`src/rtl/l2c_pkg.sv`:
```
// l2c_pkg: shared definitions for the L2C miss scheduler.
//   - one-hot FSM state encoding
//   - request flag bit positions
//   - address alignment offsets and an alignment helper
package l2c_pkg;

  typedef enum logic [2:0] {
    ST_IDLE  = 3'b001,
    ST_ISSUE = 3'b010,
    ST_DONE  = 3'b100
  } l2c_state_e;

  localparam int FLG_LINE = 1;
  localparam int FLG_UNC  = 0;
  localparam int LINE_OFS = 6;
  localparam int WORD_OFS = 2;

  // Line transfers are cache-line aligned, everything else word aligned.
  function automatic logic [31:0] align_adr(input logic [31:0] adr, input logic line);
    if (line) align_adr = (adr >> LINE_OFS) << LINE_OFS;
    else      align_adr = (adr >> WORD_OFS) << WORD_OFS;
  endfunction

endpackage

```
`src/rtl/l2c_rr_arb.sv`:
```
// l2c_rr_arb: combinational round-robin pick.
// The search starts one past the last winner and wraps, so the last winner
// has the lowest priority on the next pick.
// Ports:
//   req  - request vector
//   last - index of the previous winner
//   gnt  - one-hot grant (zero when nothing requests)
//   idx  - encoded grant index
//   any  - at least one request present
module l2c_rr_arb #(
  parameter int N_REQ = 4,
  parameter int ID_W  = 2
) (
  input  logic [N_REQ-1:0] req,
  input  logic [ID_W-1:0]  last,
  output logic [N_REQ-1:0] gnt,
  output logic [ID_W-1:0]  idx,
  output logic             any
);

  always_comb begin
    gnt = '0;
    idx = '0;
    any = 1'b0;
    for (int i = 1; i <= N_REQ; i++) begin
      if (!any && req[(int'(last) + i) % N_REQ]) begin
        any = 1'b1;
        gnt[(int'(last) + i) % N_REQ] = 1'b1;
        idx = ID_W'((int'(last) + i) % N_REQ);
      end
    end
  end

endmodule

```
`src/rtl/l2c_miss_sched.sv`:
```
// l2c_miss_sched: schedules L1-side miss requests onto the single MNI miss
// port with round-robin arbitration. The winner's address, flags and write
// enable are latched when it is picked and held for the whole transfer; a
// one-cycle ack returns to the winner once the MNI accepts.
//
// Optional build macro L2C_MISS_SCHED_WDOG_EN: adds a stall watchdog that
// aborts a transfer after WDOG_MAX stalled cycles, acking it with o_req_err
// and setting the sticky o_wdog_err. Without it o_req_err/o_wdog_err are 0
// and a stalled transfer waits indefinitely.
//
// Ports:
//   Clk, Reset        clock, synchronous active-high reset
//   i_ctl_en          cacheable-control enable (gates line transfers)
//   i_req/_wen/_adr/_flags  per-requester request and fields (packed)
//   o_req_ack         one-hot, one-cycle ack to the granted requester
//   o_req_err         qualifies o_req_ack: transfer was aborted
//   i_mni_miss_stall  MNI not accepting
//   o_mni_miss_valid/_adr/_flags/_wen  MNI request
//   o_grant_id        index of current or last winner (L2 datapath select)
//   o_wdog_err        sticky watchdog flag
module l2c_miss_sched
  import l2c_pkg::*;
#(
  parameter int N_REQ    = 4,
  parameter int ID_W     = 2,
  parameter int WDOG_MAX = 1023
) (
  input  logic                  Clk,
  input  logic                  Reset,
  input  logic                  i_ctl_en,
  input  logic [N_REQ-1:0]      i_req,
  input  logic [N_REQ-1:0]      i_req_wen,
  input  logic [32*N_REQ-1:0]   i_req_adr,
  input  logic [2*N_REQ-1:0]    i_req_flags,
  output logic [N_REQ-1:0]      o_req_ack,
  output logic                  o_req_err,
  input  logic                  i_mni_miss_stall,
  output logic                  o_mni_miss_valid,
  output logic [31:0]           o_mni_miss_adr,
  output logic [1:0]            o_mni_miss_flags,
  output logic                  o_mni_miss_wen,
  output logic [ID_W-1:0]       o_grant_id,
  output logic                  o_wdog_err
);

  l2c_state_e        state_q, state_d;
  logic [ID_W-1:0]   ptr_q;
  logic [ID_W-1:0]   grant_id_q;
  logic              wen_q;
  logic [N_REQ-1:0]  ack_q;
  logic [31:0]       adr_q;
  logic [1:0]        flags_q;

  logic [N_REQ-1:0]  arb_gnt;
  logic [ID_W-1:0]   arb_idx;
  logic              arb_any;

  logic [31:0]       sel_adr;
  logic [1:0]        sel_flags;
  logic              sel_wen;
  logic              line_mode;
  logic              grab;
  logic              finish;
  logic              timeout;

  l2c_rr_arb #(.N_REQ(N_REQ), .ID_W(ID_W)) u_arb (
    .req  (i_req),
    .last (ptr_q),
    .gnt  (arb_gnt),
    .idx  (arb_idx),
    .any  (arb_any)
  );

  // Winner field select, driven by the one-hot grant.
  always_comb begin
    sel_adr   = '0;
    sel_flags = '0;
    sel_wen   = 1'b0;
    for (int k = 0; k < N_REQ; k++) begin
      if (arb_gnt[k]) begin
        sel_adr   = i_req_adr[32*k +: 32];
        sel_flags = i_req_flags[2*k +: 2];
        sel_wen   = i_req_wen[k];
      end
    end
  end

  assign line_mode = i_ctl_en & sel_flags[FLG_LINE] & ~sel_flags[FLG_UNC];
  assign grab      = (state_q == ST_IDLE) && arb_any;
  assign finish    = (state_q == ST_ISSUE) && (!i_mni_miss_stall || timeout);

  always_comb begin
    state_d = state_q;
    case (state_q)
      ST_IDLE:  if (arb_any) state_d = ST_ISSUE;
      ST_ISSUE: if (finish)  state_d = ST_DONE;
      ST_DONE:  state_d = ST_IDLE;
      default:  state_d = ST_IDLE;
    endcase
  end

  // Control registers: state, rr pointer, grant id, write enable, ack.
  always_ff @(posedge Clk) begin
    if (Reset) begin
      state_q    <= ST_IDLE;
      ptr_q      <= ID_W'(N_REQ - 1);
      grant_id_q <= '0;
      wen_q      <= 1'b0;
      ack_q      <= '0;
    end else begin
      state_q <= state_d;
      ack_q   <= '0;
      if (grab) begin
        ptr_q      <= arb_idx;
        grant_id_q <= arb_idx;
        wen_q      <= sel_wen & ~line_mode;
      end
      if (finish) ack_q <= {{(N_REQ-1){1'b0}}, 1'b1} << grant_id_q;
    end
  end

  // Data registers: only meaningful while valid, so left out of reset.
  always_ff @(posedge Clk) begin
    if (grab) begin
      adr_q   <= align_adr(sel_adr, line_mode);
      flags_q <= {sel_flags[FLG_LINE] & i_ctl_en, sel_flags[FLG_UNC]};
    end
  end

`ifdef L2C_MISS_SCHED_WDOG_EN
  localparam int CNT_W = $clog2(WDOG_MAX + 1);

  logic [CNT_W-1:0] stall_cnt_q;
  logic             err_q;
  logic             wdog_q;

  // Counter holds the number of stalled ISSUE cycles already seen; the
  // WDOG_MAX-th stalled cycle is the one that aborts.
  assign timeout = (state_q == ST_ISSUE) && i_mni_miss_stall &&
                   (stall_cnt_q == CNT_W'(WDOG_MAX - 1));

  always_ff @(posedge Clk) begin
    if (Reset) begin
      stall_cnt_q <= '0;
      err_q       <= 1'b0;
      wdog_q      <= 1'b0;
    end else begin
      err_q <= timeout;
      if (timeout) wdog_q <= 1'b1;
      if (grab) stall_cnt_q <= '0;
      else if ((state_q == ST_ISSUE) && i_mni_miss_stall) stall_cnt_q <= stall_cnt_q + 1'b1;
    end
  end

  assign o_req_err  = err_q;
  assign o_wdog_err = wdog_q;
`else
  logic unused_wdog;
  assign unused_wdog = (WDOG_MAX == 0);
  assign timeout     = 1'b0;
  assign o_req_err   = 1'b0;
  assign o_wdog_err  = 1'b0;
`endif

  assign o_req_ack        = ack_q;
  assign o_mni_miss_valid = (state_q == ST_ISSUE);
  assign o_mni_miss_adr   = adr_q;
  assign o_mni_miss_flags = flags_q;
  assign o_mni_miss_wen   = wen_q;
  assign o_grant_id       = grant_id_q;

endmodule

```
`config.mk`:
```
export PLATFORM = sky130hd
export DESIGN_NAME = l2c_miss_sched
export DESIGN_NICKNAME = d
export VERILOG_FILES = /design/src/rtl/l2c_pkg.sv /design/src/rtl/l2c_rr_arb.sv /design/src/rtl/l2c_miss_sched.sv
export SDC_FILE = /design/constraint.sdc
export NUM_CORES = 1
export LEC_CHECK = 0
export BUFFER_PORTS_ARGS = -buffer_cell sky130_fd_sc_hd__buf_2
export CAP_MARGIN = 25
export CORE_UTILIZATION = 43
export DETAILED_ROUTE_END_ITERATION = 12
export PLACE_DENSITY = 0.77
export REMOVE_ABC_BUFFERS = 1
export SLEW_MARGIN = 10
export SYNTH_ARGS = -nofsm -noshare
export SYNTH_HDL_FRONTEND = slang
export SYNTH_SLANG_ARGS = --single-unit
```
`constraint.sdc`:
```
create_clock -name Clk -period 3.8 [get_ports Clk]
set_input_delay 0.38 -clock Clk [delete_from_list [all_inputs] [get_ports Clk]]
set_output_delay 0.38 -clock Clk [all_outputs]
set_load 0.03 [all_outputs]
```
==> qor.csv <==
metric,value,unit
Die H,86,µm
# rows,30,
worst-case clock skew,0.009315,ns
GR Util All Layers,0.2351,
Slew Limit Fails,0,
Avg Inst Size Synth,9.030,µm²
final hold violation count,0,
Routed WL,9178,µm
"Setup violations, final",0,
P_leak,0.001886,µW
asr flop ratio synth,0,
Clock Pin Slew Worst Setup and Hold Paths,0.09,ns
post-synthesis register bit count,44,
# resized after CTS,0,
MaxCap Viol Count,0,
initial core utilization,0.4466,
met2 WL,4862,µm
HP Class,in2reg,
H-tree Lvls,2,
Hold WS,0.3226,ns
critical path type,reg2reg,
Critical Path Fanout Max,15,
status,"finished, final reports clean",
global-route wire length before repair,13530,µm
DIE AREA,7396,µm²
via count,3257,
CTS sink cnt,44,
RSZ-0062 raised after global routing,false,
Clock Tree Buf Depth,2,
drt initial violations,170,
Pwr per Cell Area,1173,nW/µm²
Layout fillers,624,
top_reg_cell synth,edfxtp_1,
Worst Setup End Kind,flip-flop,
largest net degree at the start of global routing,36,
fin cells,604,
Fmax,0.2868,GHz
insertion delay to the later sink of the worst-skew pair,0.29,ns
initial antenna violation count,0,
Hold Buf Count CTS,0,
Worst EP arrival,3.65,ns
antenna cells,0,
number of global-route vias before repair,2901,
YS warnings,0,
# IOs,192,
WP data required,3.97,ns
Synth Cell Area,3034,µm²
"Seq/Total Area, Yosys",0.3959,
post-route ant nets,0,
vias per cell,5.392,
post-DP HPWL,6985,µm
final core occ,0.6061,
fraction of layout cells with a size suffix above 1,0.4272,
root buf cell,clkbuf_8,
Placer Congestion,0.7941,
chip width,86,µm
Pre-antenna DRT Iters,4,
DR top layer,met4,
Slew @ Worst Pin,0.8332,ns
maximum vdd drop,0.6050,mV
Syn Inst Count,336,
Critical Path Start Type,flip-flop,
Port Buffers,179,
Yosys cell types,51,
Period minus WS final,3.487,ns
CTS tree,done,
gr ovfl total,0,
Core ar.,6794,µm²
Post-CTS Setup Bufs,0,
Final nets,663,
number of synthesized flops with an enable pin,32,
area grow syn2layout,35.71,%
Met3 Routed Length,558,µm
wire per inst,15.20,µm
M1 WL,3588,µm
residual DRC count,0,
CTS buffer count,5,
Placed Cells,596,
Slew headroom,0.4445,
final worst path period share,0.9175,
[synthesized netlist by cell type, types with 3 or more instances]
cell type,instances,share of area
dfxtp_1,12,0.079
nand2b_1,4,0.0082
and2_1,4,0.0082
mux4_2,4,0.030
mux2i_1,5,0.016
o21ai_0,28,0.046
nor2b_1,9,0.019
edfxtp_1,32,0.32
buf_2,10,0.016
a221oi_1,6,0.017
clkbuf_1,9,0.011
buf_4,6,0.015
o22ai_1,6,0.012
ha_1,8,0.033
a22oi_1,26,0.064
a21oi_1,35,0.058
o31ai_1,4,0.0099
nor3b_1,3,0.0074
a211oi_1,3,0.0074
nor2_1,35,0.043
inv_1,10,0.012
nand2_1,40,0.049
[metrics by stage]
step	setup TNS, ns	power (µW)	setup WS, ns	cell area (µm²)
floorplan	-46.69	3420	-1.820	2887
CTS	0	4858	0.3395	4118
finish	0	4828	0.3135	4118
global route	0	5218	0.02606	4118
detailed placement	0	4489	0.3469	4006
global placement	0	4367	0.4660	4006
[final timing paths]
path / startpoint / depth (start not counted) / slack (ns) / to
max: ptr_q[1] / 11 / 0.31 / o_mni_miss_adr[3]
min reg2reg: o_grant_id[0] / 1 / 0.49 / o_req_ack[2]
min: i_mni_miss_stall / 2 / 0.32 / state_q[2]
max reg2reg: ptr_q[1] / 11 / 0.31 / o_mni_miss_adr[3]
[metal layers]
metal / track usage / vias up
met5: 0 / -
met4: 0.07576 / 0
met3: 0.05197 / 16
met2: 0.4329 / 137
met1: 0.2688 / 1522
li1: - / 1582
[kinds of logic (layout without fill, tap and decap cells)]
family,count (synthesis),after routing,synth area share
AOI/OAI and AO/OA,126,126,0.2878
adders and majority gates,8,8,0.03299
buffers and inverters,39,208,0.06474
DFF,44,44,0.3959
muxes,11,11,0.05361
other,1,4,0.001236
and+or+nand+nor,107,107,0.1637
[cell type report]
type | count | area (µm²) | share of cell area
Multi-Input combinational cell | 256 | 1669 | 0.4053
Tap cell | 96 | 120.1 | 0.02917
Inverter | 10 | 37.54 | 0.009116
Sequential cell | 44 | 1201 | 0.2917
Clock inverter | 3 | 42.54 | 0.01033
Clock buffer | 5 | 68.82 | 0.01671
Timing Repair Buffer | 190 | 978.4 | 0.2376
[cell usage in the layout (no fill, tap or decap), types with 2 or more instances in the layout]
master / count
a2111oi_4: 2
a211o_1: 2
a211oi_1: 3
a21oi_1: 35
a221oi_1: 6
a22oi_1: 26
and2_1: 4
buf_2: 179
buf_4: 11
clkbuf_8: 5
conb_1: 4
dfxtp_1: 12
edfxtp_1: 32
ha_1: 8
inv_1: 10
mux2_2: 2
mux2i_1: 5
mux4_2: 4
nand2_1: 40
nand2b_1: 4
nor2_1: 35
nor2b_1: 9
nor3b_1: 3
nor4_1: 2
o211ai_1: 2
o21ai_0: 28
o22ai_1: 5
o22ai_4: 2
o31ai_1: 4
or2_2: 2
[report_power, final]
group,switching (µW),internal (µW)
sequential,67.7,951
clock,164,195
combinational,2240,1210
total,2470,2350
[sequential cells by signal, summed over array words and instances (netlist names)]
| name | count |
|---|---|
| o_req_ack | 4 |
| o_mni_miss_wen | 1 |
| state_q | 3 |
| o_grant_id | 2 |
| ptr_q | 2 |
| o_mni_miss_flags | 2 |
| o_mni_miss_adr | 30 |
[worst max-delay path, stage by stage (launching register included)]
cell      delay, ns
dfxtp_1        0.35
inv_1          0.11
ha_1           0.49
mux4_2         0.51
nor2_1         0.21
and4_1         0.22
o221a_2        0.44
buf_4          0.28
nand2_1        0.09
a221oi_2       0.28
nand2b_2       0.23
and2_1         0.14
Note: power is estimated with default switching activity, not from simulation.
